<file path="config.mk">
export PLATFORM = sky130hd
export DESIGN_NAME = if_prefetch_unit
export DESIGN_NICKNAME = d
export VERILOG_FILES = /design/src/rtl/if_prefetch_unit.sv
export SDC_FILE = /design/constraint.sdc
export NUM_CORES = 1
export LEC_CHECK = 0
export CAP_MARGIN = 20
export CELL_PAD_IN_SITES_DETAIL_PLACEMENT = 1
export CELL_PAD_IN_SITES_GLOBAL_PLACEMENT = 1
export CORE_ASPECT_RATIO = 0.8
export CORE_MARGIN = 4
export CORE_UTILIZATION = 47
export CTS_CLUSTER_DIAMETER = 200
export DETAILED_ROUTE_END_ITERATION = 10
export GPL_TIMING_DRIVEN = 1
export PLACE_DENSITY = 0.9
export SLEW_MARGIN = 20
export SYNTH_ARGS = -nofsm -noshare
export SYNTH_HDL_FRONTEND = slang
export SYNTH_SLANG_ARGS = --single-unit
</file>
<file path="constraint.sdc">
create_clock -name clk -period 7.1 [get_ports clk]
set_input_delay 1.42 -clock clk [delete_from_list [all_inputs] [get_ports clk]]
set_output_delay 1.42 -clock clk [all_outputs]
set_load 0.005 [all_outputs]
</file>
<file path="src/rtl/if_prefetch_unit.sv">
// ============================================================================
// if_prefetch_unit
// ----------------------------------------------------------------------------
// Instruction-fetch stage. It owns the fetch PC and issues one request at a
// time to a variable-latency instruction memory using a req/ack request and an
// rvalid response. Fetched {pc, instr} pairs are buffered in a small prefetch
// FIFO and handed to decode over a valid/ready handshake. Exception and jump
// redirects reload the PC, flush the FIFO, and cause any response that is still
// in flight to be discarded.
//
// Ports
//   clk          clock; all state updates on the rising edge
//   rst          synchronous active-low reset
//   ce           fetch enable; 0 while in reset, 1 from the first edge after
//   excpt/ejpc   exception/interrupt redirect valid and target (has priority)
//   jCe/jAddr    jump/branch redirect valid and target
//   stall        blocks issuing new memory requests
//   imem_req     request valid
//   imem_addr    request address; stable while the request waits for ack
//   imem_ack     request accepted this cycle
//   imem_rvalid  response valid (one per accepted request)
//   imem_rdata   response data
//   out_valid    FIFO head valid
//   out_pc       head PC
//   out_instr    head instruction
//   out_ready    decode accepts the head
//   pc           current fetch PC (next address to request)
// ============================================================================
module if_prefetch_unit #(
    parameter int unsigned    AW       = 32,
    parameter int unsigned    DW       = 32,
    parameter logic [AW-1:0]  RESET_PC = '0,
    parameter int unsigned    PC_STEP  = 4,
    parameter int unsigned    DEPTH    = 4
) (
    input  logic          clk,
    input  logic          rst,
    output logic          ce,
    input  logic          excpt,
    input  logic [AW-1:0] ejpc,
    input  logic          jCe,
    input  logic [AW-1:0] jAddr,
    input  logic          stall,
    output logic          imem_req,
    output logic [AW-1:0] imem_addr,
    input  logic          imem_ack,
    input  logic          imem_rvalid,
    input  logic [DW-1:0] imem_rdata,
    output logic          out_valid,
    output logic [AW-1:0] out_pc,
    output logic [DW-1:0] out_instr,
    input  logic          out_ready,
    output logic [AW-1:0] pc
);

    localparam int unsigned    PW      = (DEPTH > 1) ? $clog2(DEPTH) : 1;
    localparam int unsigned    CW      = $clog2(DEPTH + 1);
    localparam logic [CW-1:0]  DEPTH_C = CW'(DEPTH);
    localparam logic [AW-1:0]  STEP_C  = AW'(PC_STEP);

    typedef enum logic [1:0] {
        S_IDLE,
        S_REQ,
        S_WAIT,
        S_DRAIN
    } state_t;

    state_t        state_q;
    state_t        state_d;

    logic          ce_q;
    logic [AW-1:0] pc_q;
    logic [AW-1:0] sent_addr_q;

    logic [AW-1:0] fifo_pc    [DEPTH];
    logic [DW-1:0] fifo_instr [DEPTH];
    logic [PW-1:0] wr_ptr;
    logic [PW-1:0] rd_ptr;
    logic [CW-1:0] count;

    logic          redirect;
    logic [AW-1:0] redirect_pc;
    logic          accept;
    logic          push;
    logic          pop;

    assign redirect    = excpt | jCe;
    assign redirect_pc = excpt ? ejpc : jAddr;

    assign ce        = ce_q;
    assign pc        = pc_q;
    assign imem_addr = pc_q;
    assign out_valid = (count != '0);
    assign out_pc    = fifo_pc[rd_ptr];
    assign out_instr = fifo_instr[rd_ptr];
    assign pop       = out_valid & out_ready;

    // ------------------------------------------------------------------------
    // FSM state register
    // ------------------------------------------------------------------------
    always_ff @(posedge clk) begin
        if (!rst) begin
            state_q <= S_IDLE;
        end else begin
            state_q <= state_d;
        end
    end

    // ------------------------------------------------------------------------
    // FSM next state and outputs
    // ------------------------------------------------------------------------
    always_comb begin
        state_d  = state_q;
        imem_req = 1'b0;
        accept   = 1'b0;
        push     = 1'b0;
        unique case (state_q)
            S_IDLE: begin
                // IDLE means nothing is outstanding, so the FIFO count alone
                // is the occupancy including the slot a new request reserves.
                if (ce_q && !stall && !redirect && (count < DEPTH_C)) begin
                    state_d = S_REQ;
                end
            end
            S_REQ: begin
                imem_req = 1'b1;
                accept   = imem_ack;
                if (redirect) begin
                    // An accepted-but-stale request still owes a response.
                    state_d = imem_ack ? S_DRAIN : S_IDLE;
                end else if (imem_ack) begin
                    state_d = S_WAIT;
                end
            end
            S_WAIT: begin
                if (imem_rvalid) begin
                    push    = !redirect;
                    state_d = S_IDLE;
                end else if (redirect) begin
                    state_d = S_DRAIN;
                end
            end
            S_DRAIN: begin
                if (imem_rvalid) begin
                    state_d = S_IDLE;
                end
            end
            default: state_d = S_IDLE;
        endcase
    end

    // ------------------------------------------------------------------------
    // PC, sent address, enable and FIFO bookkeeping
    // ------------------------------------------------------------------------
    always_ff @(posedge clk) begin
        if (!rst) begin
            ce_q        <= 1'b0;
            pc_q        <= RESET_PC;
            sent_addr_q <= RESET_PC;
            wr_ptr      <= '0;
            rd_ptr      <= '0;
            count       <= '0;
        end else begin
            ce_q <= 1'b1;

            if (redirect) begin
                pc_q <= redirect_pc;
            end else if (accept) begin
                pc_q <= pc_q + STEP_C;
            end

            // pc moves on at acceptance; remember the address the response
            // belongs to.
            if (accept) begin
                sent_addr_q <= pc_q;
            end

            if (redirect) begin
                wr_ptr <= '0;
                rd_ptr <= '0;
                count  <= '0;
            end else begin
                if (push) begin
                    wr_ptr <= wr_ptr + 1'b1;
                end
                if (pop) begin
                    rd_ptr <= rd_ptr + 1'b1;
                end
                unique case ({push, pop})
                    2'b10:   count <= count + 1'b1;
                    2'b01:   count <= count - 1'b1;
                    default: count <= count;
                endcase
            end
        end
    end

    always_ff @(posedge clk) begin
        if (push) begin
            fifo_pc[wr_ptr]    <= sent_addr_q;
            fifo_instr[wr_ptr] <= imem_rdata;
        end
    end

endmodule

</file>
==> summary.md, run 1 <==
| Metric | Value |
|---|---|
| Critical path's largest stage delay | 930 ps |
| Vias in the first global route | 8962 |
| Min-delay worst type | reg2reg |
| Grt ovf | 0 |
| Maximum operating frequency | 0.2219 GHz |
| RD Place Congestion | 0.8302 |
| Initial antenna violation count | 0 |
| Share of layout cells above drive strength 1 | 0.1287 |
| Area contributors post-synth | edfxtp_1 (58%), dfxtp_1 (11%), mux4_2 (11%) |
| Total iterations of the first detailed-routing run | 5 |
| WL final | 35990 um |
| Worst EP arrival | 3090 ps |
| Die area | 30950 um2 |
| Mapped Area | 13250 um2 |
| CP Data Required Time | 5680 ps |
| Worst Path Buf+Inv | 2 |
| Count of input and output buffers | 234 |
| Crit-path max FO | 41 |
| Final WS setup | 2593 ps |
| Max-slew violations | 0 |
| Critical Path Sink Type | output pin |
| Static leakage | 5.473 nW |
| Clk Latency, worst-skew pair | 510 ps |
| Initial drt markers | 706 |
| Top Ports | 235 |
| Ant diodes | 0 |
| Reg2Reg Depth | 5 |
| Hold path depth | 2 |
| Yosys reg bits | 332 |
| Top Family by Delay on Critical Path | buffers and inverters |
| Critical path type | reg2out |
| WL/cell | 25.06 um |
| Worst Skew | 11.64 ps |
| Ys async rst share | 0 |
| Fin crit share | 0.6348 |
| Net Count, Synth | 963 |
| Clock Path Buffers | 3 |
| All-Layer GR Usage | 0.2303 |
| Syn-to-layout area delta | 26.43% |
| Post-Syn Instances | 852 |
| Setup tns final | 0 ps |
| Peak supply drop | 176.8 uV |
| Critical path cell sequence | buf_4, mux4_2, clkdlybuf4s50_1 |
| Dpl hpwl | 23030 um |
| H-tree levels | 2 |
| Pwr Density | 246.7 nW/um2 |
| Yosys cell types | 55 |
| Starting Density | 0.4818 |
| CTS buffer count | 35 |
| Top_reg_cell synth | edfxtp_1 |
| Hold buffer count at cts | 0 |
| Die width | 195.7 um |
| Pre-CTS WS | 2609 ps |
| Critical Path Stages | 3 |
| DRC | 0 |
| Period minus WS final | 4507 ps |
| CTS Sinks | 332 |
| DRT antenna net count | 0 |
| Clock Tree Root | clkbuf_16 |
| Vias/cell | 5.787 |
| Status | finished, final reports clean |
| Post-CTS Setup Inserts | 0 |
| Finished Layout Cells | 1436 |
| Ys Warns | 0 |
| Largest area contributor in the netlist | edfxtp_1 |
| Post-synth EDFFs | 256 |
| Slew Limit Headroom | 0.2797 |
| Setup violators final | 0 |
| Count of cells resized by post-cts repair | 0 |
| # rows | 54 |
| Worst-path clk slew | 60 ps |
| Seq/Total Area, Yosys | 0.6951 |
| Critical-path top delay cell | dfxtp_4 |
| Clock tree from TritonCTS | done |
| Vias | 8310 |
| Nets | 1158 |
| Global-route wire length before repair | 54300 um |
| Core area | 27500 um2 |
| Avg Cell Area, Syn | 15.55 um2 |
| Worst-margin pin slew | 1080 ps |
| Final Hold Vio Count | 0 |
| RSZ-0062 raised after global routing | no |
| Yosys top cell area share | 0.5803 |
| Startpoint Class | flop |
| Largest net degree at the start of global routing | 65 |
| Max_cap viols | 0 |
| Die Height | 158.2 um |
| DP Cell Count | 1374 |
cell usage after synthesis, types with 8 or more instances:
cell type	instances
buf_4	32
o21ai_0	24
buf_2	10
nand3_1	12
mux4_2	64
edfxtp_1	256
o211ai_1	9
buf_1	9
and2_1	9
clkbuf_1	24
a21oi_1	73
dfxtp_1	76
nand2_1	91
inv_1	10
xor2_1	8
a22oi_1	9
nor2_1	25
nand4_1	12
mux2i_1	9
area by class of cell:
cell class              count  area [um2]
fillers                  2559       10750
well taps                 364       455.4
inverters                  11       41.29
repair buffers            240        2387
clock buffers              46       967.2
flip-flops and latches    332        9216
clock inverters            16       166.4
multi-input cells         427        3515
cell families (layout without fill, tap and decap cells):
group                      count (synthesis)  in the layout  share of synthesized area
adders and majority gates                  7              7                   0.007178
AOI/OAI and AO/OA                        147            147                    0.06574
xor gates and xnor gates                  13             13                   0.008595
and+or+nand+nor                          187            187                    0.06734
buffers and inverters                     93            313                    0.04042
muxes                                     73             73                     0.1156
DFF                                      332            332                     0.6951
where the power goes:
group          switching [W]  internal (W)  leakage (nW)  total, W
combinational      0.0000866      0.000117          1.82  0.000204
clock               0.000731       0.00107         0.548   0.00180
sequential         0.0000357       0.00209          3.10   0.00213
total               0.000854       0.00328          5.47   0.00413
through the flow:
step | util | total power [W] | area [um2] | hold WS [ps]
2_1_floorplan | - | 0.002230 | 13250 | 460.0
5_1_grt | 0.6091 | 0.004261 | 16750 | 525.1
6_report | 0.6091 | 0.004132 | 16750 | 497.7
3_5_place_dp | 0.5678 | 0.002368 | 15620 | 493.0
3_3_place_gp | 0.5678 | 0.002362 | 15620 | 476.9
4_1_cts | 0.6091 | 0.004158 | 16750 | 501.0
worst register-to-register path: cells and delay by family, from the launching register on:
kind | cells | cell delay [ps]
flops | 1 | 450
compound gates | 3 | 660
simple gates | 2 | 1380
worst paths after layout:
path / start / end / slack (ps)
setup / recovery: flop / out_instr[7] / 2590
hold / removal: sent_addr_q[31] / sent_addr_q[31] / 500
setup reg to reg: state_q[0] / imem_addr[17] / 4440
hold reg to reg: sent_addr_q[31] / sent_addr_q[31] / 500
layer usage:
layer | track usage | wire, um | vias up
met5 | 0 | 0 | -
met2 | 0.3855 | 17530 | 365
met3 | 0.04511 | 2642 | 56
met1 | 0.3158 | 15080 | 4231
met4 | 0.05882 | 741 | 0
li1 | - | - | 3658
registers in the layout, indices dropped and copies added, names as in the netlist, named ones only:
signal       cells
ce               1
imem_addr       32
fifo_pc        128
count            3
state_q          2
rd_ptr           2
sent_addr_q     32
wr_ptr           2
fifo_instr     128
layout by cell type, fill, tap and decap left out, types with 3 or more instances in the layout:
cell and instances:
clkinvlp_4 4, a22oi_1 9, and2_1 5, nand2b_1 4, clkinv_2 6, bufinv_16 3, clkdlybuf4s50_1 234, and4_1 4
xnor2_1 5, o221ai_1 6, or3_1 4, edfxtp_1 256, nand3b_1 4, nor4_1 4, xor2_1 8, mux2i_1 9
dfxtp_1 74, clkbuf_8 5, clkinv_1 3, o31ai_1 4, nand3_1 12, clkbuf_1 6, and2_4 4, and3_1 3
nor3_1 5, o211ai_1 9, nand4_1 12, o21ai_0 24, a31oi_1 4, mux4_2 64, nand2_1 91, a211oi_1 5
o22ai_1 4, ha_1 6, a21oi_1 73, inv_1 9, nor2_1 25, buf_4 6, clkbuf_16 35
(Power assumes the default switching activity.)
==> inputs of run 2 (changes only) <==
- CORE_UTILIZATION: 47 -> 39
- PLACE_DENSITY: 0.9 -> 0.8
- clock period: 7.1 -> 3.84 ns (I/O delays scaled with it)
==> summary.md, run 2 (same netlist as run 1, synthesis figures left out) <==
| Metric | Value |
|---|---|
| Vias | 8159 |
| Maximum operating frequency | 0.2989 GHz |
| Initial antenna violation count | 0 |
| All-Layer GR Usage | 0.1898 |
| Top Ports | 235 |
| Hold path depth | 2 |
| Period minus WS final | 3345 ps |
| Crit-path max FO | 23 |
| Worst hold slack | 504.7 ps |
| Most frequent cells in the layout | edfxtp_1 (256), clkdlybuf4s50_1 (234), nand2_1 (91), dfxtp_1 (74), a21oi_1 (73) |
| Final Hold Vio Count | 0 |
| Critical path type | reg2out |
| Static leakage | 5.599 nW |
| DRC | 0 |
| DRT antenna net count | 0 |
| Met3 GRT Util | 0.04023 |
| Worst Skew | 11.07 ps |
| Met2 capacity usage during global routing | 0.3149 |
| Vias/cell | 5.329 |
| Worst R2R End | imem_addr[21] |
| # rows | 60 |
| Die area | 37000 um2 |
| Post-CTS Setup Inserts | 0 |
| Min-delay worst type | reg2reg |
| Core area | 33560 um2 |
| Peak supply drop | 224.6 uV |
| Nets | 1182 |
| Clock Tree Root | clkbuf_16 |
| WL final | 35560 um |
| Met1 Usage GRT | 0.2626 |
| Slew Limit Headroom | 0.3637 |
| Starting Density | 0.3948 |
| Die Height | 172.8 um |
| Largest net degree at the start of global routing | 51 |
| Max_cap viols | 0 |
| CTS buffer count | 36 |
| Initial drt markers | 498 |
| Die width | 214.1 um |
| CTS Sinks | 332 |
| Setup tns final | 0 ps |
| Hold buffer count at cts | 0 |
| Grt ovf | 0 |
| Total iterations of the first detailed-routing run | 5 |
| DP Cell Count | 1466 |
| Vias in the first global route | 8777 |
| Startpoint Class | flop |
| Clock Path Buffers | 3 |
| Worst EP arrival | 2580 ps |
| CP Data Required Time | 3070 ps |
| Largest regs | fifo_instr: 128 flops, fifo_pc: 128 flops |
| RD Place Congestion | 0.8143 |
| Finished Layout Cells | 1531 |
| Pwr Density | 440.9 nW/um2 |
| Hold Startpoint | sent_addr_q[4] |
| Status | finished, final reports clean |
| Max-slew violations | 0 |
| Dpl hpwl | 24660 um |
| Share of layout cells above drive strength 1 | 0.1422 |
| RSZ-0062 raised after global routing | no |
| Worst-margin pin slew | 953.0 ps |
| Count of cells resized by post-cts repair | 0 |
| Worst-path clk slew | 60 ps |
| H-tree levels | 2 |
| Fin crit share | 0.8712 |
| Commonest non-fill, non-tap cell in the layout | edfxtp_1 |
| Overall power | 0.007509 W |
| Clk Latency, worst-skew pair | 510 ps |
| Syn-to-layout area delta | 28.54% |
| R2r startpoint | imem_addr[4] |
| Reg2Reg Depth | 5 |
| Hold EP | sent_addr_q[4] |
| Critical Path Sink Type | output pin |
| Global-route wire length before repair | 54560 um |
| Setup violators final | 0 |
| GRT busiest layer | met2 |
| WL/cell | 23.22 um |
| Ant diodes | 0 |
| Clock tree from TritonCTS | done |
| Reg2reg setup slack | 1590 ps |
| Count of input and output buffers | 234 |
-- run 2: metal layers --
layer,up-vias,part of all wire
li1,3706,-
met1,4140,0.44
met2,269,0.48
met3,44,0.060
met4,0,0.015
met5,-,0
-- run 2: worst max-delay path by stage --
| stage | endpoint | from | slack (ps) |
|---|---|---|---|
| 6_report | out_instr[16] | flop | 490 |
| 5_1_grt | out_instr[16] | flop | 360 |
| 4_1_cts | out_instr[16] | flop | 420 |
| 3_5_place_dp | count[2] | excpt | 640 |
| 3_3_place_gp | count[2] | excpt | 740 |
| 2_1_floorplan | fifo_instr[1][0] | excpt | 60 |
-- run 2: area by class of cell --
| class | count | area [um2] |
|---|---|---|
| Multi-Input combinational cell | 427 | 3515 |
| Timing Repair Buffer | 263 | 2620 |
| Fill cell | 3230 | 16530 |
| Sequential cell | 332 | 9216 |
| Inverter | 11 | 41.29 |
| Clock buffer | 41 | 919.6 |
| Clock inverter | 23 | 173.9 |
| Tap cell | 434 | 543.0 |
-- run 2: worst max-delay path, cell delays in order, from the launching register on --
cell and delay, ps:
dfxtp_4 700, buf_4 320, mux4_2 550, clkdlybuf4s50_1 480
-- run 2: per-stage QoR --
step	setup WS [ps]	cell area, um2	utilization
2_1_floorplan	58.19	13250	-
5_1_grt	355.2	17030	0.5075
3_3_place_gp	735.4	15930	0.4747
4_1_cts	423.6	17020	0.5073
3_5_place_dp	635.2	15930	0.4747
6_report	494.6	17030	0.5075
-- run 2: power by group --
| part | total (W) | internal [W] | switching (W) |
|---|---|---|---|
| combinational | 0.000373 | 0.000219 | 0.000154 |
| clock | 0.00321 | 0.00186 | 0.00135 |
| sequential | 0.00393 | 0.00387 | 0.0000628 |
